[config.mk]
export PLATFORM = sky130hd
export DESIGN_NAME = addr_ft_seq
export DESIGN_NICKNAME = d
export VERILOG_FILES = /design/src/rtl/addr_ft_pkg.sv /design/src/rtl/residue_mod3.sv /design/src/rtl/addr_ft_seq.sv
export SDC_FILE = /design/constraint.sdc
export NUM_CORES = 1
export LEC_CHECK = 0
export ABC_AREA = 1
export BUFFER_PORTS_ARGS = -buffer_cell sky130_fd_sc_hd__buf_4
export CAP_MARGIN = 15
export CORE_ASPECT_RATIO = 0.9
export CORE_UTILIZATION = 50
export DETAILED_ROUTE_END_ITERATION = 12
export GPL_TIMING_DRIVEN = 0
export PLACE_DENSITY_LB_ADDON = 0.3
export RECOVER_POWER = 100
export SLEW_MARGIN = 20
export SYNTH_ARGS = -nofsm -noshare
export SYNTH_HDL_FRONTEND = slang
export SYNTH_SLANG_ARGS = --single-unit
[constraint.sdc]
create_clock -name clk -period 15.42 [get_ports clk]
set_clock_uncertainty 0.2 [all_clocks]
set_input_delay 1.542 -clock clk [delete_from_list [all_inputs] [get_ports clk]]
set_output_delay 1.542 -clock clk [all_outputs]
set_load 0.05 [all_outputs]
[src/rtl/addr_ft_pkg.sv]
// Shared types and elaboration helpers for the sequential fault-resilient adder.
package addr_ft_pkg;

  typedef enum logic [1:0] {IDLE, COMPUTE, CHECK, DONE} addr_ft_state_t;

  // Width of one carry chunk processed per COMPUTE cycle.
  function automatic int chunk_w(input int width, input int stages);
    return width / stages;
  endfunction

  // Legal configuration: chunks tile the operand exactly, retry count fits 2 bits.
  function automatic bit cfg_ok(input int width, input int stages, input int retry_max);
    return (stages > 0) && (width > 0) && ((width % stages) == 0) &&
           (retry_max >= 0) && (retry_max <= 3);
  endfunction

endpackage

[src/rtl/residue_mod3.sv]
// Combinational mod-3 residue. Since 4 == 1 (mod 3), each 2-bit digit contributes
// its own value, so the residue is the running mod-3 sum of the 2-bit pairs.
module residue_mod3 #(
  parameter int W = 8
) (
  input  logic [W-1:0] val_i,
  output logic [1:0]   res_o
);
  localparam int NP = (W + 1) / 2;

  logic [2*NP-1:0] padded;
  logic [2:0]      t;
  logic [1:0]      acc;

  // Fold 2-bit digits into a residue accumulator kept in 0..2.
  always_comb begin
    padded        = '0;
    padded[W-1:0] = val_i;
    acc           = '0;
    t             = '0;
    for (int i = 0; i < NP; i++) begin
      t   = {1'b0, acc} + {1'b0, padded[2*i +: 2]};
      acc = (t >= 3'd3) ? 2'(t - 3'd3) : t[1:0];
    end
    res_o = acc;
  end

endmodule

[src/rtl/addr_ft_seq.sv]
// Sequential chunked adder with mod-3 residue check and bounded retry.
// Optional fault injection ports are compiled in with ADDR_FT_FAULT_INJECT_EN.
module addr_ft_seq
  import addr_ft_pkg::*;
#(
  parameter int WIDTH     = 8,
  parameter int STAGES    = 2,
  parameter int RETRY_MAX = 1,
  parameter int CNT_W     = 8
) (
  input  logic             clk,
  input  logic             rst_n,
  input  logic             in_valid,
  output logic             in_ready,
  input  logic [WIDTH-1:0] a,
  input  logic [WIDTH-1:0] b,
  output logic             out_valid,
  input  logic             out_ready,
  output logic [WIDTH:0]   sum,
  output logic             out_err,
  output logic             fault_sticky,
  output logic [CNT_W-1:0] fault_cnt
`ifdef ADDR_FT_FAULT_INJECT_EN
  ,
  input  logic                         inj_en,
  input  logic [$clog2(WIDTH+1)-1:0]   inj_bit
`endif
);

  localparam int             CW   = chunk_w(WIDTH, STAGES);
  localparam int             KW   = (STAGES > 1) ? $clog2(STAGES) : 1;
  localparam logic [KW-1:0]  LAST = KW'(STAGES - 1);
  localparam logic [1:0]     RMAX = 2'(RETRY_MAX);

  if (!cfg_ok(WIDTH, STAGES, RETRY_MAX)) begin : g_bad_cfg
    $error("addr_ft_seq: WIDTH must be divisible by STAGES and RETRY_MAX must be 0..3");
  end

  addr_ft_state_t   state_q;
  logic [WIDTH-1:0] a_q, b_q;
  logic             carry_q;
  logic [KW-1:0]    k_q;
  logic [1:0]       r_q;
  logic [WIDTH:0]   sum_q, sum_d;
  logic             err_q;
  logic             sticky_q;
  logic [CNT_W-1:0] cnt_q;

  logic [CW-1:0]    a_chunk, b_chunk, chunk_s;
  logic             chunk_c;
  logic [WIDTH:0]   inj_mask;
  logic [1:0]       res_a, res_b, res_s, res_exp;
  logic [2:0]       res_t;
  logic             mismatch;
  logic             accept;

  assign accept = in_valid && (state_q == IDLE);

`ifdef ADDR_FT_FAULT_INJECT_EN
  logic [WIDTH:0] inj_mask_q;

  // Injection mask is armed at accept and disarmed at the first CHECK, so retries are clean.
  always_ff @(posedge clk or negedge rst_n) begin
    if (!rst_n) begin
      inj_mask_q <= '0;
    end else if (accept) begin
      inj_mask_q <= inj_en ? ({{WIDTH{1'b0}}, 1'b1} << inj_bit) : '0;
    end else if (state_q == CHECK) begin
      inj_mask_q <= '0;
    end
  end

  assign inj_mask = inj_mask_q;
`else
  assign inj_mask = '0;
`endif

  residue_mod3 #(.W(WIDTH))   u_res_a (.val_i(a_q),   .res_o(res_a));
  residue_mod3 #(.W(WIDTH))   u_res_b (.val_i(b_q),   .res_o(res_b));
  residue_mod3 #(.W(WIDTH+1)) u_res_s (.val_i(sum_q), .res_o(res_s));

  // Expected residue of the sum is the mod-3 sum of operand residues.
  always_comb begin
    res_t    = {1'b0, res_a} + {1'b0, res_b};
    res_exp  = (res_t >= 3'd3) ? 2'(res_t - 3'd3) : res_t[1:0];
    mismatch = (res_exp != res_s);
  end

  // One chunk of the ripple: add the selected operand slices plus the carry,
  // write it into its slot, and place the final carry in the MSB.
  always_comb begin
    a_chunk = a_q[k_q*CW +: CW];
    b_chunk = b_q[k_q*CW +: CW];
    {chunk_c, chunk_s} = {1'b0, a_chunk} + {1'b0, b_chunk} + {{CW{1'b0}}, carry_q};
    sum_d = sum_q;
    sum_d[k_q*CW +: CW] = chunk_s ^ inj_mask[k_q*CW +: CW];
    if (k_q == LAST) sum_d[WIDTH] = chunk_c ^ inj_mask[WIDTH];
  end

  // Control FSM with all datapath and status registers.
  always_ff @(posedge clk or negedge rst_n) begin
    if (!rst_n) begin
      state_q  <= IDLE;
      a_q      <= '0;
      b_q      <= '0;
      carry_q  <= 1'b0;
      k_q      <= '0;
      r_q      <= '0;
      sum_q    <= '0;
      err_q    <= 1'b0;
      sticky_q <= 1'b0;
      cnt_q    <= '0;
    end else begin
      case (state_q)
        IDLE: begin
          if (accept) begin
            a_q     <= a;
            b_q     <= b;
            carry_q <= 1'b0;
            k_q     <= '0;
            r_q     <= '0;
            state_q <= COMPUTE;
          end
        end
        COMPUTE: begin
          sum_q   <= sum_d;
          carry_q <= chunk_c;
          if (k_q == LAST) state_q <= CHECK;
          else             k_q     <= k_q + KW'(1);
        end
        CHECK: begin
          if (!mismatch) begin
            err_q   <= 1'b0;
            state_q <= DONE;
          end else begin
            sticky_q <= 1'b1;
            if (cnt_q != {CNT_W{1'b1}}) cnt_q <= cnt_q + CNT_W'(1);
            if (r_q < RMAX) begin
              // Recompute from the latched operands.
              r_q     <= r_q + 2'd1;
              k_q     <= '0;
              carry_q <= 1'b0;
              state_q <= COMPUTE;
            end else begin
              err_q   <= 1'b1;
              state_q <= DONE;
            end
          end
        end
        DONE: begin
          if (out_ready) state_q <= IDLE;
        end
        default: state_q <= IDLE;
      endcase
    end
  end

  assign in_ready     = (state_q == IDLE);
  assign out_valid    = (state_q == DONE);
  assign sum          = sum_q;
  assign out_err      = err_q;
  assign fault_sticky = sticky_q;
  assign fault_cnt    = cnt_q;

endmodule

Word level (Yosys, flattened, before mapping) --
Cells that the tools add are included.
Word-level totals: bits of input ports 20, flip-flop bits (word level) 41, output and inout port bits 21
Cells by class: $lt $le $gt $ge 15, equal/unequal tests 11, bitwise operators 1, reductions and logical operators 11, muxes and demuxes 34, add/sub/neg operators 31, shift-type cells 5
Operator list (number):
- 2-to-1 mux 2 bit | 22
- negation 3 -> 34 bit | 1
- variable shift 4 x 34 -> 9 bit (first input constant) | 1
- variable part select 4 x 34 -> 9 bit | 1
- greater-or-equal comparator 3 x 2 -> 1 bit (second input constant) | 11
- adder 2 x 2 -> 3 bit | 10
- subtractor 2 bit (second input constant) | 14
- variable part select 8 x 4 -> 4 bit | 2
- bitwise mux 9 bit | 1
- variable part select 9 x 4 -> 4 bit (first input constant) | 1
- adder 8 x 1 -> 8 bit (second input constant) | 1
- != test 2 bit (second input constant) | 4
- != test 8 bit (second input constant) | 1
- one-hot mux 2 bit (4 select lines) | 1
- AND reduction 4 bit | 2
- 2-to-1 mux 1 bit | 7
- greater-or-equal comparator 2 bit (second input constant) | 3
- one-hot mux 1 bit (3 select lines) | 2
- AND reduction 2 bit | 3
- AND reduction 3 bit | 2
- adder 4 x 4 -> 5 bit | 1
- adder 5 x 1 -> 5 bit | 1
- equality test 2 bit (second input constant) | 2
- != test 2 x 1 -> 1 bit (second input constant) | 2
- other kinds (12) | 12

Depth between registers and ports, before layout --
depth after elaboration 17, mapped depth 37, depth with buffers taken out 36

Cells and area by module --
From an unflattened synthesis, not the netlist that was laid out.
Second synthesis, totals: cells, all modules 402, area total of the unflattened synthesis 3181.8 um^2
Modules (own cells, without submodules):
- addr_ft_seq | cells each 241, times used 1, seq. area each 1026.0 um^2, area an instance 2182.1 um^2
- residue_mod3 at u_res_s | cells each 64, times used 1, seq. area each 0.0 um^2, area an instance 405.4 um^2
- residue_mod3 at u_res_b | cells each 49, times used 1, seq. area each 0.0 um^2, area an instance 297.8 um^2
- residue_mod3 at u_res_a | cells each 48, times used 1, seq. area each 0.0 um^2, area an instance 296.5 um^2

Least setup slack after synthesis --
OpenSTA, ideal clock, no wires.
path type register to register, start reg sum_q[0] (netlist: sum[0]), end reg cnt_q[5] (netlist: fault_cnt[5]), setup time 0.122 ns, buffers on the path 1, path slack 9.012 ns, arrival time 6.086 ns, cell stages (with the launch flop) 35, cell sequence dfrtp_1 -> inv_1 -> nor2_1 -> ha_1 -> fa_1 -> ha_1 -> nor2_1 -> o21ai_0 -> xor2_1 -> inv_1 -> ha_1 -> fa_1 -> ha_1 -> nor2_1 -> nand2_1 -> xnor2_1 -> inv_1 -> ha_1 -> fa_1 -> ha_1 -> a211o_1 -> xnor2_1 -> inv_1 -> ha_1 -> inv_1 -> fa_1 -> o21ai_0 -> inv_1 -> nand2_1 -> nand2_2 -> nand2_4 -> nand3_4 -> buf_12 -> nand2_1 -> o21ai_2
On the way: cells in the longest elaborated chain, start to end 16, elaborated cells on any way between the ends 21
RTL lines:
- start: declaration | line addr_ft_seq.sv:44 | logic [WIDTH:0] sum_q, sum_d;
- start signal: assignment | line addr_ft_seq.sv:126 | sum_q <= sum_d;
- subtractor 2 bit / greater-or-equal comparator 2 bit (equally long branches) | line residue_mod3.sv:23 | acc = (t >= 3'd3) ? 2'(t - 3'd3) : t[1:0];
- 2-to-1 mux 2 bit * | line residue_mod3.sv:23
- adder 2 x 2 -> 3 bit * | line residue_mod3.sv:22 | t = {1'b0, acc} + {1'b0, padded[2*i +: 2]};
- greater-or-equal comparator 3 x 2 -> 1 bit / subtractor 2 bit (equally long branches) | line residue_mod3.sv:23
- 2-to-1 mux 2 bit * | line residue_mod3.sv:23
- adder 2 x 2 -> 3 bit * | line residue_mod3.sv:22
- greater-or-equal comparator 3 x 2 -> 1 bit / subtractor 2 bit (equally long branches) | line residue_mod3.sv:23
- 2-to-1 mux 2 bit * | line residue_mod3.sv:23
- adder 2 x 2 -> 3 bit * | line residue_mod3.sv:22
- greater-or-equal comparator 3 x 2 -> 1 bit / subtractor 2 bit (equally long branches) | line residue_mod3.sv:23
- 2-to-1 mux 2 bit * | line residue_mod3.sv:23
- adder 2 x 1 -> 3 bit * | line residue_mod3.sv:22
- greater-or-equal comparator 3 x 2 -> 1 bit / subtractor 2 bit (equally long branches) | line residue_mod3.sv:23
- 2-to-1 mux 2 bit * | line residue_mod3.sv:23
- != test 2 bit * | line addr_ft_seq.sv:86 | mismatch = (res_exp != res_s);
- AND reduction 3 bit (no line) *
- end signal: assignment | line addr_ft_seq.sv:137 | if (cnt_q != {CNT_W{1'b1}}) cnt_q <= cnt_q + CNT_W'(1);
- end: declaration | line addr_ft_seq.sv:47 | logic [CNT_W-1:0] cnt_q;
Mark *: on every way between the ends. The rest lies on a longest branch, timed or not. A chain may end at the register's enable or synchronous reset.

Worst setup path after layout --
start reg a_q[0], end reg cnt_q[5] (netlist: fault_cnt[5])
On the way: cells in the longest elaborated chain, start to end 16, elaborated cells on any way between the ends 21
RTL lines:
- start: declaration | line addr_ft_seq.sv:40 | logic [WIDTH-1:0] a_q, b_q;
- start signal: assignment | line addr_ft_seq.sv:104 | a_q <= '0;
- start signal: assignment | line addr_ft_seq.sv:117 | a_q <= a;
- subtractor 2 bit / greater-or-equal comparator 2 bit (equally long branches) | line residue_mod3.sv:23
- 2-to-1 mux 2 bit * | line residue_mod3.sv:23
- adder 2 x 2 -> 3 bit * | line residue_mod3.sv:22
- greater-or-equal comparator 3 x 2 -> 1 bit / subtractor 2 bit (equally long branches) | line residue_mod3.sv:23
- 2-to-1 mux 2 bit * | line residue_mod3.sv:23
- adder 2 x 2 -> 3 bit * | line residue_mod3.sv:22
- greater-or-equal comparator 3 x 2 -> 1 bit / subtractor 2 bit (equally long branches) | line residue_mod3.sv:23
- 2-to-1 mux 2 bit * | line residue_mod3.sv:23
- adder 2 x 2 -> 3 bit * | line residue_mod3.sv:22
- greater-or-equal comparator 3 x 2 -> 1 bit / subtractor 2 bit (equally long branches) | line residue_mod3.sv:23
- 2-to-1 mux 2 bit * | line residue_mod3.sv:23
- adder 2 x 2 -> 3 bit * | line addr_ft_seq.sv:84 | res_t = {1'b0, res_a} + {1'b0, res_b};
- greater-or-equal comparator 3 x 2 -> 1 bit / subtractor 2 bit (equally long branches) | line addr_ft_seq.sv:85 | res_exp = (res_t >= 3'd3) ? 2'(res_t - 3'd3) : res_t[1:0];
- 2-to-1 mux 2 bit * | line addr_ft_seq.sv:85
- != test 2 bit * | line addr_ft_seq.sv:86
- AND reduction 3 bit (no line) *
Marks and branches as above.

==> key figures <==
Outcome
  – Status: finished with violations
  – Failing checks: max-capacitance violations, max-slew violations

Timing
  – Slew @ Worst Pin: 2.20 ns
  – Setup WS post-layout: between 8 and 9 ns
  – Final hold violations: 0
  – Fin. max-slew vios: 42
  – Fin crit period: 7.17 ns
  – Endpoints failing setup: 0
  – Period Utilization, post-route: 0.465
  – RSZ-0062 raised after global routing: false
  – Slew HR: -0.467
  – Final TNS setup: 0 ns
  – Peak Freq: 0.139 GHz

Placement
  – Dpl ws: just under 9 ns
  – IO buf count: 40
  – # placed instances: 458
  – Final HPWL DP: ~4.5 mm
  – RePlAce Congestion: 0.807

Synthesis
  – Top-count cell post-synth: nand2_1
  – Main synth FF type: dfrtp_1
  – Commonest cells post-synth: nand2_1 (76), inv_1 (58), dfrtp_1 (41), o21ai_0 (30), ha_1 (27)
  – Synth top area share: 0.341
  – Syn Nets: 408
  – Post-synth top area cell: dfrtp_1
  – Synth Instances: about 350
  – YS warnings: 0
  – Synthesized flop and latch total: 41
  – Yosys cell types: 31
  – Post-synthesis async set-or-reset flop share: 1.00
  – Mapped Avg Cell Area: 8.64 um2
  – EDFF count, synth: 0
  – Synth area leaders: dfrtp_1 (34%), ha_1 (11%), nand2_1 (9.5%)
  – Synth Cell Area: around 3000 um2
  – Register area share after synthesis: 0.341

Global route
  – Largest net degree at the start of global routing: 42
  – First-pass GRT wire length: 9.92 mm
  – Congestion Overflow GR: 0
  – Vias in the first global route: 2258
  – Initial antenna violation count: 0
  – Total Routing Usage GR: 0.199

Drt
  – Routed wire length: 5.76 mm
  – Routed length per instance: 12.4 um
  – Starting DRT DRC Count: approximately 110
  – Via count: 2348
  – Final ANT Viol Nets: 0
  – DRC Markers: 0
  – Via density per instance: between 5 and 6
  – Drt first pass iters: 4

Setup path
  – CP Launch Type: flop
  – Flop2flop setup slack: 8.25 ns
  – Reg2reg end: fault_cnt[5]$_DFFE_PN0P_
  – Critical Path End Type: flop
  – R2r worst-path depth: 32
  – Critical path's slowest cell: fa_1
  – Max stage delay on crit path: between 0.5 and 0.6 ns
  – Reg2reg start: a_q[0]$_DFFE_PN0P_
  – Critical path data required time: between 15 and 20 ns
  – Critical Path AT: approximately 7.1 ns
  – Most common cell on crit path: ha_1
  – Crit Path Category: reg2reg
  – Critical path peak fanout: 10

Clocking
  – H-tree depth: 2
  – CTS buffer count: 5
  – CTS tree: built
  – Worst skew pair latency: 0.30 ns
  – Post-CTS Hold Fix Bufs: 0
  – # resized after CTS: 0
  – Post-CTS Setup Bufs: 0
  – Clk sink count: between 40 and 50
  – Clock-pin slew of the registers on the worst-case setup and hold paths: about 0.080 ns
  – Root Buffer: clkbuf_8
  – CTS Buffer Depth: 2

Floorplanning
  – Full die area: 6330 um2
  – Die X: 83.7 um
  – Row count: 26
  – Die Y: 75.6 um
  – # IOs: 41
  – Area of the core region: 5730 um2
  – Initial Utilization: 0.525

Job
  – Max Cap Violations: 1

Min path
  – Worst hold path type: reg2reg
  – Hold wc startpoint: fault_sticky$_DFFE_PN0P_
  – Hold worst-path end: fault_sticky$_DFFE_PN0P_
  – WHS Path Cells: 1

Layout
  – Ant diodes: 0
  – Area Overhead vs Synth: 11.6%
  – Share of cells above drive strength 1: 0.131
  – Nets@finish: roughly 460
  – Fin cells: 466
[registers in the layout (all words and copies together), names as in the netlist]
signal	cells
sum	9
a_q	8
b_q	8
fault_cnt	8
r_q	2
state_q	2
carry_q	1
fault_sticky	1
k_q	1
out_err	1
[routing by layer]
| layer | wire length (um) | track usage | up-vias |
|---|---|---|---|
| met5 | 0 | 0 | - |
| met4 | 44 | 0.0697 | 0 |
| met3 | 177 | 0.0347 | 4 |
| met2 | 2840 | 0.354 | 38 |
| met1 | 2700 | 0.251 | 1109 |
| li1 | - | - | 1197 |
[worst max-delay path by stage]
stage                        from                       end  slack (ns)  cells after the start
6_report       a_q[0]$_DFFE_PN0P_  fault_cnt[5]$_DFFE_PN0P_        8.25                     32
2_1_floorplan  sum[0]$_DFFE_PN0P_  fault_cnt[5]$_DFFE_PN0P_        9.01                     34
4_1_cts        a_q[0]$_DFFE_PN0P_  fault_cnt[5]$_DFFE_PN0P_        8.72                     32
3_3_place_gp   a_q[0]$_DFFE_PN0P_  fault_cnt[5]$_DFFE_PN0P_        9.00                     33
5_1_grt        b_q[0]$_DFFE_PN0P_  fault_cnt[6]$_DFFE_PN0P_        7.70                     35
3_5_place_dp   a_q[0]$_DFFE_PN0P_  fault_cnt[5]$_DFFE_PN0P_        8.77                     32
[kinds of logic after synthesis]
group                    synth area share
AO/OA/AOI/OAI                      0.0974
XOR/XNOR                           0.0495
adder cells (fa/ha/maj)             0.199
buffers and inverters              0.0861
flip-flops                          0.341
multiplexers                       0.0524
AND/OR/NAND/NOR                     0.174
[critical path: cells and delay by family, from the launching register on]
family / cells / cell delay (ns)
and+or+nand+nor: 9 / 0.95
adders and majority gates: 11 / 3.34
xor gates and xnor gates: 3 / 0.50
buffers and inverters: 5 / 0.70
DFF: 1 / 0.38
AOI/OAI and AO/OA: 4 / 0.96
[cells in the final DEF (no fill, tap or decap), types with 2 or more instances in the layout]
master    count
dfrtp_1      41
inv_2         2
o21ai_2       2
clkbuf_8      7
or2_2         3
nand4_1       2
nand2_1      77
nand3_1       9
clkbuf_1     27
ha_1         27
inv_1        58
a21oi_1       6
o21ai_0      35
nor2_1       24
nor2_2        3
buf_4        16
xnor2_1       7
fa_1         13
a211o_1       2
mux2_2       14
xor2_1       10
[stage by stage]
stage | util | hold slack [ns] | instance area (um2)
finish | 0.586 | 0.281 | 3350
global route | 0.586 | 0.308 | 3350
CTS | 0.611 | 0.285 | 3500
detailed placement | 0.593 | 0.265 | 3390
global placement | 0.593 | 0.252 | 3390
floorplan | - | 0.253 | 3010
[cell type report]
cell class / count / area [um2]
Timing Repair Buffer: 40 / 214
Multi-Input combinational cell: 243 / 1690
Clock inverter: 1 / 5.00
Tap cell: 70 / 87.6
Inverter: 60 / 225
Fill cell: 537 / 2370
Sequential cell: 41 / 1030
Buffer: 4 / 15.0
Clock buffer: 7 / 96.3
Power is left out: the tool's default activity adds up to more than one toggle a clock period on the data nets, which glitch-free logic cannot reach.
